[src/rtl/quad_step_encoder.sv]
// rtl/quad_step_encoder.sv - quadrature detent encoder with debounced press commit
module quad_step_encoder #(
  parameter int WIDTH       = 10,
  parameter int MAX_VAL     = 360,
  parameter int STEP        = 18,
  parameter int INIT_VAL    = 0,
  parameter int WRAP        = 1,
  parameter int DEB_CYCLES  = 4,
  parameter int FAST_WINDOW = 0,
  parameter int FAST_MULT   = 5
) (
  input  logic             clk,
  input  logic             reset,
  input  logic             enable,
  input  logic             rot_a,
  input  logic             rot_b,
  input  logic             rot_press,
  output logic [WIDTH-1:0] position,
  output logic [WIDTH-1:0] committed_value,
  output logic             commit_pulse,
  output logic             step_pulse,
  output logic             step_dir
);

  localparam int DW = $clog2(DEB_CYCLES + 1);
  localparam int GW = $clog2(FAST_WINDOW + 2);
  localparam int AW = WIDTH + 1;

  localparam logic [AW-1:0]    MAX_EXT   = AW'(MAX_VAL);
  localparam logic [AW-1:0]    LAST_EXT  = AW'(MAX_VAL - 1);
  localparam logic [AW-1:0]    STEP_SLOW = AW'(STEP);
  localparam logic [AW-1:0]    STEP_FAST = AW'(STEP * FAST_MULT);
  localparam logic [DW-1:0]    DEB_LAST  = DW'(DEB_CYCLES - 1);
  localparam logic [GW-1:0]    GAP_MAX   = GW'(FAST_WINDOW);
  localparam logic [WIDTH-1:0] INIT_POS  = WIDTH'(INIT_VAL);

  // bit 0 = A, bit 1 = B, bit 2 = press
  logic [2:0]       raw_in;
  logic [2:0]       sync1;
  logic [2:0]       sync2;
  logic [2:0]       deb;
  logic [DW-1:0]    deb_cnt [3];

  logic             evt_q;
  logic             evt_d;
  logic             evt_prev;
  logic             dir_q;
  logic             dir_d;
  logic             press_q;
  logic             detent;
  logic             press_edge;

  logic [GW-1:0]    gap_cnt;
  logic [AW-1:0]    step_amt;
  logic [AW-1:0]    pos_ext;
  logic [AW-1:0]    pos_sum;
  logic [WIDTH-1:0] next_pos;

  assign raw_in = {rot_press, rot_b, rot_a};

  // Two-flop synchronisers for the asynchronous rotary and button inputs
  always_ff @(posedge clk) begin
    if (reset) begin
      sync1 <= '0;
      sync2 <= '0;
    end else begin
      sync1 <= raw_in;
      sync2 <= sync1;
    end
  end

  // Per-input debounce: accept a new level only after DEB_CYCLES stable mismatching cycles
  always_ff @(posedge clk) begin
    if (reset) begin
      deb <= '0;
      for (int i = 0; i < 3; i++) deb_cnt[i] <= '0;
    end else begin
      for (int i = 0; i < 3; i++) begin
        if (sync2[i] == deb[i]) begin
          deb_cnt[i] <= '0;
        end else if (deb_cnt[i] == DEB_LAST) begin
          deb[i]     <= sync2[i];
          deb_cnt[i] <= '0;
        end else begin
          deb_cnt[i] <= deb_cnt[i] + 1'b1;
        end
      end
    end
  end

  // Detent tracker state register; runs regardless of enable so re-enabling mid-turn is clean
  always_ff @(posedge clk) begin
    if (reset) begin
      evt_q    <= 1'b0;
      evt_prev <= 1'b0;
      dir_q    <= 1'b0;
      press_q  <= 1'b0;
    end else begin
      evt_q    <= evt_d;
      evt_prev <= evt_q;
      dir_q    <= dir_d;
      press_q  <= deb[2];
    end
  end

  // Detent tracker next state from debounced {b,a}
  always_comb begin
    evt_d = evt_q;
    dir_d = dir_q;
    case (deb[1:0])
      2'b00:   evt_d = 1'b0;
      2'b11:   evt_d = 1'b1;
      2'b01:   dir_d = 1'b0;
      2'b10:   dir_d = 1'b1;
      default: ;
    endcase
  end

  // Tracker outputs: detent on rising event, press on rising debounced button
  always_comb begin
    detent     = evt_q & ~evt_prev;
    press_edge = deb[2] & ~press_q;
  end

  // Next position with fast-spin step and wrap/saturate at the range ends
  always_comb begin
    step_amt = STEP_SLOW;
    if (FAST_WINDOW > 0 && gap_cnt < GAP_MAX) step_amt = STEP_FAST;
    pos_ext  = {1'b0, position};
    pos_sum  = pos_ext + step_amt;
    next_pos = position;
    if (!dir_q) begin
      if (pos_sum <= LAST_EXT)  next_pos = WIDTH'(pos_sum);
      else if (WRAP != 0)       next_pos = WIDTH'(pos_sum - MAX_EXT);
      else                      next_pos = WIDTH'(LAST_EXT);
    end else begin
      if (pos_ext >= step_amt)  next_pos = WIDTH'(pos_ext - step_amt);
      else if (WRAP != 0)       next_pos = WIDTH'(pos_ext + MAX_EXT - step_amt);
      else                      next_pos = '0;
    end
  end

  // Position, detent gap, commit capture and one-cycle strobes
  always_ff @(posedge clk) begin
    if (reset) begin
      position        <= INIT_POS;
      committed_value <= INIT_POS;
      commit_pulse    <= 1'b0;
      step_pulse      <= 1'b0;
      step_dir        <= 1'b0;
      gap_cnt         <= GAP_MAX;
    end else begin
      step_pulse   <= 1'b0;
      commit_pulse <= 1'b0;
      if (enable && detent) begin
        position   <= next_pos;
        step_pulse <= 1'b1;
        step_dir   <= dir_q;
        gap_cnt    <= '0;
      end else if (gap_cnt < GAP_MAX) begin
        gap_cnt <= gap_cnt + 1'b1;
      end
      // committed_value samples the pre-update position when a detent lands on the same edge
      if (enable && press_edge) begin
        committed_value <= position;
        commit_pulse    <= 1'b1;
      end
    end
  end

endmodule

[config.mk]
export PLATFORM = sky130hd
export DESIGN_NAME = quad_step_encoder
export DESIGN_NICKNAME = d
export VERILOG_FILES = /design/src/rtl/quad_step_encoder.sv
export SDC_FILE = /design/constraint.sdc
export NUM_CORES = 1
export LEC_CHECK = 0
export ABC_AREA = 1
export CAP_MARGIN = 20
export CORE_ASPECT_RATIO = 0.9
export CORE_UTILIZATION = 35
export DETAILED_ROUTE_END_ITERATION = 12
export SYNTH_ARGS = -nofsm -noshare
export SYNTH_HDL_FRONTEND = slang
export SYNTH_SLANG_ARGS = --single-unit
[constraint.sdc]
create_clock -name clk -period 2.5 [get_ports clk]
set_input_delay 0.375 -clock clk [delete_from_list [all_inputs] [get_ports clk]]
set_output_delay 0.375 -clock clk [all_outputs]
set_load 0.01 [all_outputs]
# Word level (Yosys, flattened, before mapping)
# Memories as Yosys holds them, arrays and structs flattened.
# Index checks and enable logic that the tools add are counted.
# word_totals
reg_bits	36
ram_bits	9
word_cells	109
n_memories	1
# memory_table
name	depth	word_bits	rd	rd_clocked_by_memory_dff	wr	line_no	rtl
deb_cnt	3	3	3	0	3	42	logic [DW-1:0] deb_cnt [3];
# classes
n_addsub	8
n_lt_le_gt_ge	2
eq_ne	9
n_mux	51
bitwise	16
n_reduce_logical	8
# op_table
cell	n
1-bit 2-to-1 mux	37
10-bit 2-to-1 mux	3
3-bit 2-to-1 mux	9
10-bit by 5-bit subtractor with 10-bit output (second input constant)	2
10-bit by 5-bit adder with 11-bit output (second input constant)	1
11-bit by 9-bit <= comparator with 1-bit output (second input constant)	1
10-bit by 9-bit adder with 10-bit output (second input constant)	1
10-bit by 5-bit greater-or-equal comparator with 1-bit output (second input constant)	1
10-bit by 9-bit subtractor with 10-bit output (second input constant)	1
3-bit by 1-bit adder with 3-bit output (second input constant)	3
3-bit by 2-bit == test with 1-bit output (second input constant)	3
1-bit OR	9
2-bit AND reduction	3
1-bit NOT	5
2-bit == test (second input constant)	2
1-bit one-hot mux with 2 select lines	2
2-bit nonzero test	2
1-bit == test	3
1-bit bitwise AND	2
2-bit by 1-bit == test with 1-bit output (second input constant)	1
1-bit logical AND	2
2-bit logical NOT	1

# Depth between registers and ports, before layout
# An unclocked memory read counts as a cell.
# depth
depth_word	8
depth_mapped	14
ltp_nobuf	14

# Worst setup path after synthesis
# OpenSTA, ideal clock, no wires.
# synth_timing
path_type	reg-to-reg
start	register position[1]
end	register position[6]
arrival_ps	1678
slack_ps	704
stages_incl_launch_ff	14
path_buffers	0
path_cell_list	dfxtp_1 -> ha_1 -> inv_1 -> nand2_1 -> nand2_1 -> ha_1 -> nor2_1 -> nand3_1 -> nand2_2 -> nand2_4 -> nand3b_1 -> nand2_1 -> a21oi_1 -> nor2_1
# synth_between
elab_chain_cells	4
# synth_rtl
element	line_no	rtl
start, declared	18	output logic [WIDTH-1:0] position,
start signal, assigned	156	position <= next_pos;
10-bit by 5-bit adder with 11-bit output or 10-bit by 9-bit adder with 10-bit output (tied branches)	130, 138	
10-bit by 9-bit subtractor with 10-bit output (tied with other cells)	134	else if (WRAP != 0) next_pos = WIDTH'(pos_sum - MAX_EXT);
10-bit 2-to-1 mux (on tied branches)	133, 137	
10-bit 2-to-1 mux (*)	132	if (!dir_q) begin
# Every way passes the cells marked *; elsewhere a longest branch is shown, timed or not.
# A chain may end at the register's enable or synchronous reset.

# Worst setup path in the final report
# layout_timing
start	register position[4]
end	register position[5]
# Same word-level chain as after synthesis.

==> metrics.cfg <==
[status]
status = finished, final reports clean

[power]
power_frac_seq_pct = 57.4
pwr_density_cell_nw_per_um2 = 466
p_leak_nw = 1.23
ir_drop_v = 0.000253
power_mw = 1.29
p_comb_share_pct = 5.9
p_switching_mw = 0.303
p_sw_share_pct = 23.5
internal-power_mw = 0.986
clockPowerShare_pct = 36.7

[final_layout]
drive_above_1_share_pct = 8.21
fillers = 650
area_growth_pct = 20.8
nets = 357
postLayoutCellArea_um2 = 2770
antennaDiodeCount = 0
multi_input_area_um2 = 1170
layout_common_cells = nand2_1 (51), inv_1 (36), dfxtp_1 (34)
final_common_cell = nand2_1
area.sequential_um2 = 951
instances_no_fill = 428
fin_util_pct = 44.5

[clock_network]
cts_sinks = 43
cts_max_level = 2
clock_latency_ns = 0.30
cts_setup_buffers = 0
ctsRootBufferMaster = clkbuf_8
ctsLongestPathBuffers = 2
cts_buffers = 5
ctsHoldBuffers = 0
cts_resized = 0
clk_pin_slew_ns = 0.08
cts_tree = done

[global_route]
grt_pass1_wl_um = 8470
grt_max_degree = 19
grt.total_usage_pct = 15.9
grt_pass1_vias = 1817
overflow = 0
grt_antenna_before_repair = 0

[placed_design]
place_inst = 420
io_buffers = 26
placed_area_um2 = 2670
dpl_worst_slack_ns = 0.490
hpwl_um = 3580
gp_congestion = 0.874

[drt]
drtIter0Drc = 115
routed_via_density = 4.71
ant_nets = 0
routed_wl_um = 4820
drc = 0
drt-wirelength-per-cell_um = 11.3
dr_total_vias = 2015
drtPass1Iterations = 4

[timing]
fin_ws_ns = 0.472
finalMaxSlewViolations = 0
min_period_over_period_pct = 81.1
timing.hold.ws_ns = 0.404
rsz0062_at_grt = no
period_needed_ns = 2.03
setup_viol = 0
hold_viol = 0
clock.fmax_ghz = 0.493
skew_ns = 0.00360
finalSetupTns_ns = 0

[logic_synthesis]
ys_ff_latch = 43
ys.flop_type = dfxtp_1
ys_seq_area_share_pct = 41.5
synthCells = 304
synthArstFlopShare_pct = 0
synth_cell_types = 30
synth_mux_area_share_pct = 0
avgSynthCellArea_um2 = 7.54
synth_xor_area_share_pct = 2.62
syn_area_um2 = 2290
synth_edf_count = 9
synthSimpleGateAreaFrac_pct = 25.9
synth_top_family_by_area = simple AND/OR/NAND/NOR gates
synth_fa_ha_area_share_pct = 6.00
synth-compound-area-share_pct = 14.7
ys_warn_count = 0

[floorplan]
dieArea_um2 = 6880
rows = 27
die_w_um = 87.3
initial_core_util_pct = 36.9
ios = 29
die_h_um = 78.8
core-area_um2 = 6220

[setup_path]
path_max_fanout = 9
cp.required_ns = 2.74
cp-end-kind = register
startpoint_type = register
cp.arrival_ns = 2.27
path_class = reg2reg

[flow_run]
maxCapViolCount = 0

[hold_path]
worstHoldPathType = reg2reg

-- final cells by class --
| cell class | count | share of cell area (%) |
|---|---|---|
| clock buffers | 7 | 3.12 |
| clock inverters | 1 | 0.316 |
| inverters | 41 | 5.56 |
| multi-input cells | 219 | 42.3 |
| flip-flops and latches | 43 | 34.3 |
| well taps | 87 | 3.93 |
| repair buffers | 30 | 10.5 |
-- cell families after synthesis --
family	after synthesis
XOR/XNOR	6
AND/OR/NAND/NOR	128
AO/OA/AOI/OAI	63
other	2
buffers and inverters	51
flip-flops	43
adder cells (fa/ha/maj)	11
-- power groups by stage --
stage	clock [mW]	sequential [mW]	combinational (mW)
6_report	0.473	0.740	0.0761
5_1_grt	0.517	0.742	0.0889
4_1_cts	0.493	0.740	0.0768
3_5_place_dp	0	0.756	0.0765
3_3_place_gp	0	0.755	0.0759
2_1_floorplan	0	0.752	0.0499
-- flip-flops by register name, summed over array words and instances (netlist names) --
| name | cells |
|---|---|
| committed_value | 9 |
| deb_cnt | 9 |
| position | 9 |
| deb | 3 |
| sync1 | 3 |
| sync2 | 3 |
| commit_pulse | 1 |
| dir_q | 1 |
| evt_prev | 1 |
| evt_q | 1 |
| press_q | 1 |
| step_dir | 1 |
| step_pulse | 1 |
-- synthesized netlist by cell type, types with 4 or more instances --
| master | count | area share (%) |
|---|---|---|
| nand2_1 | 51 | 8.4 |
| inv_1 | 36 | 5.9 |
| dfxtp_1 | 34 | 30 |
| nor2_1 | 31 | 5.1 |
| a21oi_1 | 27 | 5.9 |
| o21ai_0 | 27 | 5.9 |
| nand3_1 | 25 | 5.5 |
| ha_1 | 11 | 6.0 |
| edfxtp_1 | 9 | 12 |
| nand4_1 | 7 | 1.9 |
| clkbuf_1 | 5 | 0.82 |
| nand2_2 | 5 | 1.4 |
| xor2_1 | 5 | 1.9 |
| o211ai_1 | 4 | 1.3 |
-- final timing paths --
kind,startpoint,to,slack [ns],cells after the start
worst max-delay path,position[4],position[5],0.47,13
worst min-delay path,sync1[0],sync2[0],0.40,2
worst max register to register,position[4],position[5],0.47,13
worst min register to register,sync1[0],sync2[0],0.40,2
-- per-layer routing --
layer,up-vias,global-route usage [%],wire length (um)
met2,55,22.0,1930
met3,9,3.53,275
met1,893,23.1,2530
met4,0,7.54,94
met5,-,0,0
li1,1058,-,-
-- worst max-delay path, cell delays in order, from the launching register on --
cell and delay (ns):
dfxtp_1 0.41, inv_2 0.21, nand2_2 0.13, and2_1 0.19, ha_1 0.20, nor2_1 0.13, nand3_1 0.14, nand2_2 0.11
nand2_4 0.08, nand2_4 0.09, nand2_1 0.05, nand2_1 0.05, nand2_1 0.07, a21oi_2 0.11
No activity file was read; power rests on OpenSTA's default activity.
